## src/rtl/sensor_frame_rx.sv

```systemverilog
// Serial framed-word receiver: start/payload/parity/stop deserializer feeding the
// memory unit with din plus a one-cycle write enable; bad or stalled frames are flagged.
module sensor_frame_rx #(
  parameter int DATA_W  = 35,
  parameter int TIMEOUT = 255
) (
  input  logic              clk,
  input  logic              arst,
  input  logic              bit_valid,
  input  logic              bit_in,
  output logic [DATA_W-1:0] dout,
  output logic              wren,
  output logic              frame_err,
  output logic              busy,
  output logic [7:0]        good_cnt
);

  typedef enum logic [1:0] {IDLE, DATA, PARITY, STOP} state_t;

  localparam logic [5:0] LAST_BIT = 6'(DATA_W - 1);
  localparam logic [7:0] TO_LAST  = 8'(TIMEOUT - 1);

  state_t            state_q, state_d;
  logic [DATA_W-1:0] shift_sr;
  logic [5:0]        bit_cnt;
  logic [7:0]        idle_cnt;
  logic              parity_ok;
  logic              wren_d, err_d;
  logic              timeout;
  logic              start_hit;

  // A strobe in the same cycle always beats the timeout
  assign timeout   = (state_q != IDLE) && !bit_valid && (idle_cnt == TO_LAST);
  assign start_hit = (state_q == IDLE) && bit_valid && bit_in;
  assign busy      = (state_q != IDLE);

  always_comb begin
    state_d = state_q;
    wren_d  = 1'b0;
    err_d   = 1'b0;
    if (timeout) begin
      state_d = IDLE;
      err_d   = 1'b1;
    end else if (bit_valid) begin
      case (state_q)
        IDLE:    if (bit_in) state_d = DATA;
        DATA:    if (bit_cnt == LAST_BIT) state_d = PARITY;
        PARITY:  state_d = STOP;
        STOP: begin
          state_d = IDLE;
          if (!bit_in && parity_ok) wren_d = 1'b1;
          else                      err_d  = 1'b1;
        end
        default: state_d = IDLE;
      endcase
    end
  end

  // Control and output register stage
  always_ff @(posedge clk or posedge arst) begin
    if (arst) begin
      state_q   <= IDLE;
      bit_cnt   <= '0;
      idle_cnt  <= '0;
      parity_ok <= 1'b0;
      wren      <= 1'b0;
      frame_err <= 1'b0;
      good_cnt  <= '0;
      dout      <= '0;
    end else begin
      state_q   <= state_d;
      wren      <= wren_d;
      frame_err <= err_d;
      if (wren_d) begin
        dout     <= shift_sr;
        good_cnt <= good_cnt + 8'd1;
      end
      if ((state_q == IDLE) || bit_valid || timeout) idle_cnt <= '0;
      else                                           idle_cnt <= idle_cnt + 8'd1;
      if (start_hit)                          bit_cnt <= '0;
      else if ((state_q == DATA) && bit_valid) bit_cnt <= bit_cnt + 6'd1;
      if ((state_q == PARITY) && bit_valid) parity_ok <= (bit_in == ^shift_sr);
    end
  end

  // Payload shift register; cleared by every start bit so it needs no reset
  always_ff @(posedge clk) begin
    if (start_hit)                          shift_sr <= '0;
    else if ((state_q == DATA) && bit_valid) shift_sr <= {shift_sr[DATA_W-2:0], bit_in};
  end

endmodule

```

## config.mk

```make
export PLATFORM = sky130hd
export DESIGN_NAME = sensor_frame_rx
export DESIGN_NICKNAME = d
export VERILOG_FILES = /design/src/rtl/sensor_frame_rx.sv
export SDC_FILE = /design/constraint.sdc
export NUM_CORES = 1
export LEC_CHECK = 0
export CAP_MARGIN = 20
export CELL_PAD_IN_SITES_DETAIL_PLACEMENT = 0
export CELL_PAD_IN_SITES_GLOBAL_PLACEMENT = 1
export CORE_MARGIN = 2
export CORE_UTILIZATION = 42
export CTS_CLUSTER_SIZE = 10
export DETAILED_ROUTE_END_ITERATION = 7
export GPL_ROUTABILITY_DRIVEN = 0
export PLACE_DENSITY_LB_ADDON = 0.3
export SYNTH_ARGS = -nofsm -noshare
export SYNTH_HDL_FRONTEND = slang
export SYNTH_SLANG_ARGS = --single-unit
```

## constraint.sdc

```tcl
create_clock -name clk -period 2.6 [get_ports clk]
set_input_delay 0.39 -clock clk [delete_from_list [all_inputs] [get_ports clk]]
set_output_delay 0.39 -clock clk [all_outputs]
set_load 0.05 [all_outputs]
```

==> summary.md, run 1 <==
| Metric | Value |
|---|---|
| Top FF cell, synth | dfrtp_1 |
| Chip Width | roughly 100 um |
| Top cells by area, synth | dfrtp_1 (38%), nand2_1 (17%), dfxtp_1 (17%) |
| First-pass GRT wire length | about 14,000 um |
| Post-DP HPWL | ~5200 um |
| Register area | 0.00225 mm2 |
| CTS Sinks | 97 |
| Reg2reg path depth | 5 |
| Cell area after layout | approximately 0.005 mm2 |
| Final min period | 2.38 ns |
| Post-synth top cells | nand2_1 (188), dfrtp_1 (62), xnor2_1 (38), a21oi_1 (36), dfxtp_1 (35) |
| Post-Syn Area | about 0.0041 mm2 |
| Rel. slew slack | between 50% and 60% |
| Synth Register Bits | 97 |
| Final cell count without fillers | 636 |
| Dpl ws | 0.430 ns |
| Skew-Pair Late Insertion Delay | roughly 0.36 ns |
| Share of post-route cells with drive strength above 1 | under 10% |
| Post-synthesis cell count | around 460 |
| # fillers | between 800 and 900 |
| VDD IR max | between 0.2 and 0.3 mV |
| Final hold vios | 0 |
| WL final | 7980 um |
| Max H-tree Level | 3 |
| Drt wl/cell | 12.6 um |
| Register area share after synthesis | 55.2% |
| Clock-pin slew on the worst setup and hold paths | 0.09 ns |
| RSZ-0062 raised after global routing | false |
| Multi-input logic area | roughly 0.0017 mm2 |
| PortBufs | 49 |
| Async S/R FF share, synth | 63.9% |
| Worst Path Required | ~2.2 ns |
| Number of global-route vias before repair | between 2,000 and 3,000 |
| Core area | 0.00933 mm2 |
| Area Growth Syn to Fin | 20.5% |
| Yosys top cell area share | about two fifths |
| Antenna violations before repair | 0 |
| Ports | 50 |
| Most common cell in the netlist | nand2_1 |
| Post-place instance area | approximately 0.0047 mm2 |
| Initial Utilization | between 40% and 50% |
| Final setup fails | 0 |
| Worst Path Arrival | between 1.5 and 2 ns |
| Critical path endpoint category | primary output |
| Outcome | finished clean |
| CTS root buf | clkbuf_8 |
| Num CTS Buffers | 9 |
| Post-CTS Setup Bufs | 0 |
| Total Routing Usage GR | roughly 17% |
| Max Freq | 420 MHz |
| Die Footprint | about 0.011 mm2 |
| Post-synth EDFFs | 0 |
| Actual slew at the worst max-slew pin | between 0.6 and 0.7 ns |
| Synth warn | 0 |
| Synth unique cells | 28 |
| Net count after synthesis | 469 |
| Via density | around 4.7 |
| Largest net degree at the start of global routing | between 40 and 50 |
| Max-slew violations | 0 |
| Design Power | slightly below 4000 uW |
| Yosys top cell by area | dfrtp_1 |
| Syn avg cell area | between 8 and 9 um2 |
| Startpoint Class | flip-flop |
| Hold Crit Class | input port to async pin |
| First-pass iteration count of the detailed router | 4 |
| WS Path Type | flip-flop to primary output |
| Worst setup margin | 0.217 ns |
| DRC violations left | 0 |
| Iteration-0 DRC Markers | roughly 130 |
| Max clock buf depth | 2 |
| GRT Residual Overflow | 0 |
| Period Utilization, post-route | 91.6% |
| Max cap viols | 0 |
| Remaining antenna violation count | 0 |
| DIE HEIGHT | 103 um |
| Leakage | about 0.0022 uW |
| Crit-path max FO | 4 |
| Final net count | a little over 500 |
| Placed Cells | 620 |
| Diodes inserted | 0 |
| Resize count post-CTS | 0 |
| CTS tree | built |
| Setup TNS | 0 ns |
| FP Rows | 35 |
| Cts hold-fix bufs | 0 |
| Vias post-DR | ~3,000 |
| Worst Skew | ~0.013 ns |
| Power Dens Cells | around 800 mW/mm2 |
-- worst max-delay path: stages (launching register included) --
cell and delay (ns):
dfrtp_1 0.39, inv_1 0.09, ha_1 0.24, inv_1 0.12, clkdlybuf4s50_1 0.81
-- placed cells by master (no fill, tap or decap), drive strengths merged, types with 2 or more instances in the layout --
| cell | n |
|---|---|
| nand4 | 6 |
| nand2 | 188 |
| nor3 | 2 |
| clkinv | 2 |
| and3 | 2 |
| o21ai | 2 |
| xor2 | 12 |
| nand3 | 8 |
| ha | 9 |
| xnor2 | 38 |
| inv | 10 |
| o21bai | 2 |
| buf | 7 |
| mux2i | 2 |
| clkbuf | 12 |
| and2 | 2 |
| dfxtp | 35 |
| a21oi | 36 |
| dfrtp | 62 |
| clkdlybuf4s50 | 49 |
| nor2 | 14 |
-- final timing paths --
check / end / start / slack [ns]
min in group clk: good_cnt[7]$_DFFE_PP0P_ / good_cnt[7]$_DFFE_PP0P_ / 0.47
worst min register to register: good_cnt[7]$_DFFE_PP0P_ / good_cnt[7]$_DFFE_PP0P_ / 0.47
worst max-delay path: busy / state_q[0]$_DFFE_PP0P_ / 0.22
worst min-delay path: good_cnt[5]$_DFFE_PP0P_ / arst / 0.44
worst max register to register: state_q[0]$_DFFE_PP0P_ / idle_cnt[2]$_DFF_PP0_ / 0.77
max in group asynchronous: state_q[0]$_DFFE_PP0P_ / arst / 1.55
-- through the flow --
step                utilization [%]  hold slack [ns]
floorplan                         -            0.438
global placement               50.6            0.452
detailed placement             50.6            0.462
CTS                            52.7            0.455
global route                   52.7            0.489
finish                         52.7            0.440
-- power breakdown --
group | switching, uW | leakage (uW) | internal, uW
Sequential | 148 | 0.00113 | 1650
Clock | 523 | 0.000102 | 441
Combinational | 657 | 0.000958 | 457
Total | 1330 | 0.00219 | 2550
-- layer usage --
layer / global-route usage, % / wire [um] / up-vias
met3: 3.12 / 264 / 11
li1: - / - / 1527
met1: 24.8 / 4090 / 1418
met2: 25.1 / 3520 / 54
met5: 0 / 0 / -
met4: 5.85 / 108 / 0
-- flip-flops by register name, summed over array words and instances (netlist names) --
| register | flops |
|---|---|
| frame_err | 1 |
| idle_cnt | 8 |
| dout | 35 |
| state_q | 2 |
| bit_cnt | 6 |
| shift_sr | 35 |
| wren | 1 |
| parity_ok | 1 |
| good_cnt | 8 |
-- layout make-up --
| type | instances | area share (%) |
|---|---|---|
| Sequential cell | 97 | 45.8 |
| Multi-Input combinational cell | 330 | 34.9 |
| Timing Repair Buffer | 56 | 11.3 |
| Clock buffer | 12 | 3.39 |
| Tap cell | 129 | 3.28 |
| Clock inverter | 4 | 0.637 |
| Inverter | 8 | 0.611 |
-- kinds of logic after synthesis --
logic type	synth area share [%]
AO/OA/AOI/OAI	5.46
flip-flops	55.2
multiplexers	0.491
buffers and inverters	2.76
AND/OR/NAND/NOR	22.0
XOR/XNOR	11.3
adder cells (fa/ha/maj)	2.76
(Power assumes the default switching activity.)
==> run 2: changes to the inputs <==
MAX_ROUTING_LAYER = met4   (was unset)
==> run 2 against run 1 <==
Compared with the run above: non-clock buffer count unchanged; first-iteration DRC count increased by 18%; cell area unchanged; sequential share of layout area unchanged; critical endpoint unchanged; largest cell class unchanged; highest routed layer unchanged.
==> summary.md, run 2 (synthesis results as in run 1) <==
| Metric | Value |
|---|---|
| First-pass iteration count of the detailed router | 5 (+1) |
| Most frequent cells in the layout | nand2_1 (188), dfrtp_1 (62), clkdlybuf4s50_1 (49) |
| CTS tree | built |
| Diodes inserted | 0 (unchanged) |
| Chip Width | 103 um (unchanged) |
| Buf/Inv on CP | 3 (unchanged) |
| Die Footprint | 0.0105 mm2 (unchanged) |
| FP Rows | 35 (unchanged) |
| Vias post-DR | 3,026 (+0.53%) |
| Final min period | 2.38 ns (-0.00468 ns) |
| Worst Path Arrival | 1.99 ns (about the same) |
| Crit-path most repeated cell | inv_1 |
| Post-DP HPWL | 5230 um (unchanged) |
| Area Growth Syn to Fin | 20.5% (unchanged) |
| Met3 usage | 3.12% (unchanged) |
| Remaining antenna violation count | 0 (unchanged) |
| VDD IR max | 0.291 mV (about the same) |
| Crit-path max FO | 4 (unchanged) |
| Initial Utilization | 43.7% (unchanged) |
| Share of post-route cells with drive strength above 1 | 4.73% (unchanged) |
| Cell area after layout | 0.00491 mm2 (unchanged) |
| DRC violations left | 0 (unchanged) |
| Rel. slew slack | 56.5% (-0.23 points) |
| Max H-tree Level | 3 (unchanged) |
| RSZ-0062 raised after global routing | false |
| CP Cell Sequence | inv_1 > ha_1 > inv_1 > clkdlybuf4s50_1 |
| Leakage | 0.00219 uW (unchanged) |
| Worst Path Required | 2.21 ns (about the same) |
| Period Utilization, post-route | 91.5% (-0.18 points) |
| Total Routing Usage GR | 17.4% (+0.51 points) |
| Worst Skew | 0.0135 ns (+0.000966 ns) |
| Iteration-0 DRC Markers | 155 (+18%) |
| Max cap viols | 0 (unchanged) |
| Final setup fails | 0 (unchanged) |
| Antenna violations before repair | 0 (unchanged) |
| Num CTS Buffers | 9 (unchanged) |
| Clock-pin slew on the worst setup and hold paths | 0.09 ns (about the same) |
| Startpoint Class | flip-flop |
| Global route hottest layer | met2 |
| First-pass GRT wire length | 13,900 um (-0.19%) |
| WL final | 8020 um (+0.50%) |
| Critical path endpoint category | primary output |
| Delay-heaviest family, CP | buffers and inverters |
| Critical path's slowest cell | clkdlybuf4s50_1 |
| Skew-Pair Late Insertion Delay | 0.35 ns (about the same) |
| Met2 Use GR | 25.2% (+0.15 points) |
| Core area | 0.00933 mm2 (unchanged) |
| Hold Crit Class | input port to async pin |
| Max Freq | 420 MHz (+0.20%) |
| Via density | 4.76 (+0.53%) |
| Ports | 50 (unchanged) |
| PortBufs | 49 (unchanged) |
| Final hold vios | 0 (unchanged) |
| Max clock buf depth | 2 (unchanged) |
| Largest net degree at the start of global routing | 42 (unchanged) |
| GRT Residual Overflow | 0 (unchanged) |
| Final net count | 515 (unchanged) |
| Post-place instance area | 0.00472 mm2 (unchanged) |
| Most common cell after layout, fill and taps aside | nand2_1 |
| CTS root buf | clkbuf_8 |
| GR Layer Usage met1 | 24.6% (-0.17 points) |
| DIE HEIGHT | 103 um (unchanged) |
| Max incr delay on CP | 0.81 ns (about the same) |
| Power Dens Cells | 790 mW/mm2 (about the same) |
| Drt wl/cell | 12.6 um (+0.50%) |
| Max-slew violations | 0 (unchanged) |
| Cts hold-fix bufs | 0 (unchanged) |
| Post-CTS Setup Bufs | 0 (unchanged) |
| Actual slew at the worst max-slew pin | 0.652 ns (+0.00342 ns) |
| Setup TNS | 0 ns (unchanged) |
| Number of global-route vias before repair | 2,877 (-0.14%) |
| WS Path Type | flip-flop to primary output |
| CTS Sinks | 97 (unchanged) |
| Outcome | finished clean |
| Resize count post-CTS | 0 (unchanged) |
| Regs by FF count | dout: 35 flops, shift_sr: 35 flops |
-- run 2: metrics by stage --
| step | total power, uW | util [%] | instances | hold slack, ns | setup slack [ns] |
|---|---|---|---|---|---|
| after floorplan | 2670 | - | 456 | 0.438 | 0.669 |
| after global placement | 2940 | 50.6 | 620 | 0.452 | 0.455 |
| after detailed placement | 2970 | 50.6 | 620 | 0.462 | 0.430 |
| after CTS | 3940 | 52.7 | 636 | 0.455 | 0.186 |
| after global routing | 4120 | 52.7 | 636 | 0.489 | 0.151 |
| final | 3880 | 52.7 | 636 | 0.444 | 0.222 |
-- run 2: worst reg2reg max path, delay by kind of cell, from the launching register on --
| family | cells | cell delay [ns] |
|---|---|---|
| AOI/OAI and AO/OA | 1 | 0.56 |
| DFF | 1 | 0.41 |
| muxes | 1 | 0.24 |
| and+or+nand+nor | 3 | 0.53 |
-- run 2: metal layers --
metal	vias up	wire, um
met5	-	0
met2	59	3610
li1	1528	-
met1	1430	4090
met4	0	78
met3	9	242
-- run 2: worst paths after layout --
kind                                         startpoint                      end  slack [ns]  cells past startpoint
min in group clk                good_cnt[7]$_DFFE_PP0P_  good_cnt[7]$_DFFE_PP0P_        0.47                      1
worst max-delay path             state_q[0]$_DFFE_PP0P_                     busy        0.22                      4
max in group asynchronous                          arst   state_q[0]$_DFFE_PP0P_        1.54                      3
worst min register to register  good_cnt[7]$_DFFE_PP0P_  good_cnt[7]$_DFFE_PP0P_        0.47                      1
worst max register to register    idle_cnt[2]$_DFF_PP0_   state_q[1]$_DFFE_PP0P_        0.78                      5
worst min-delay path                               arst  good_cnt[5]$_DFFE_PP0P_        0.44                      2
-- run 2: final cells by class --
type / count / area, um2
flip-flops and latches: 97 / 2250
clock buffers: 12 / 166
fillers: 880 / 4410
inverters: 8 / 30.0
clock inverters: 4 / 31.3
repair buffers: 56 / 556
well taps: 129 / 161
multi-input cells: 330 / 1720
-- run 2: report_power, final --
group / switching [uW] / total, uW / internal, uW
sequential: 149 / 1800 / 1650
clock: 522 / 963 / 441
combinational: 657 / 1110 / 457
total: 1330 / 3880 / 2550
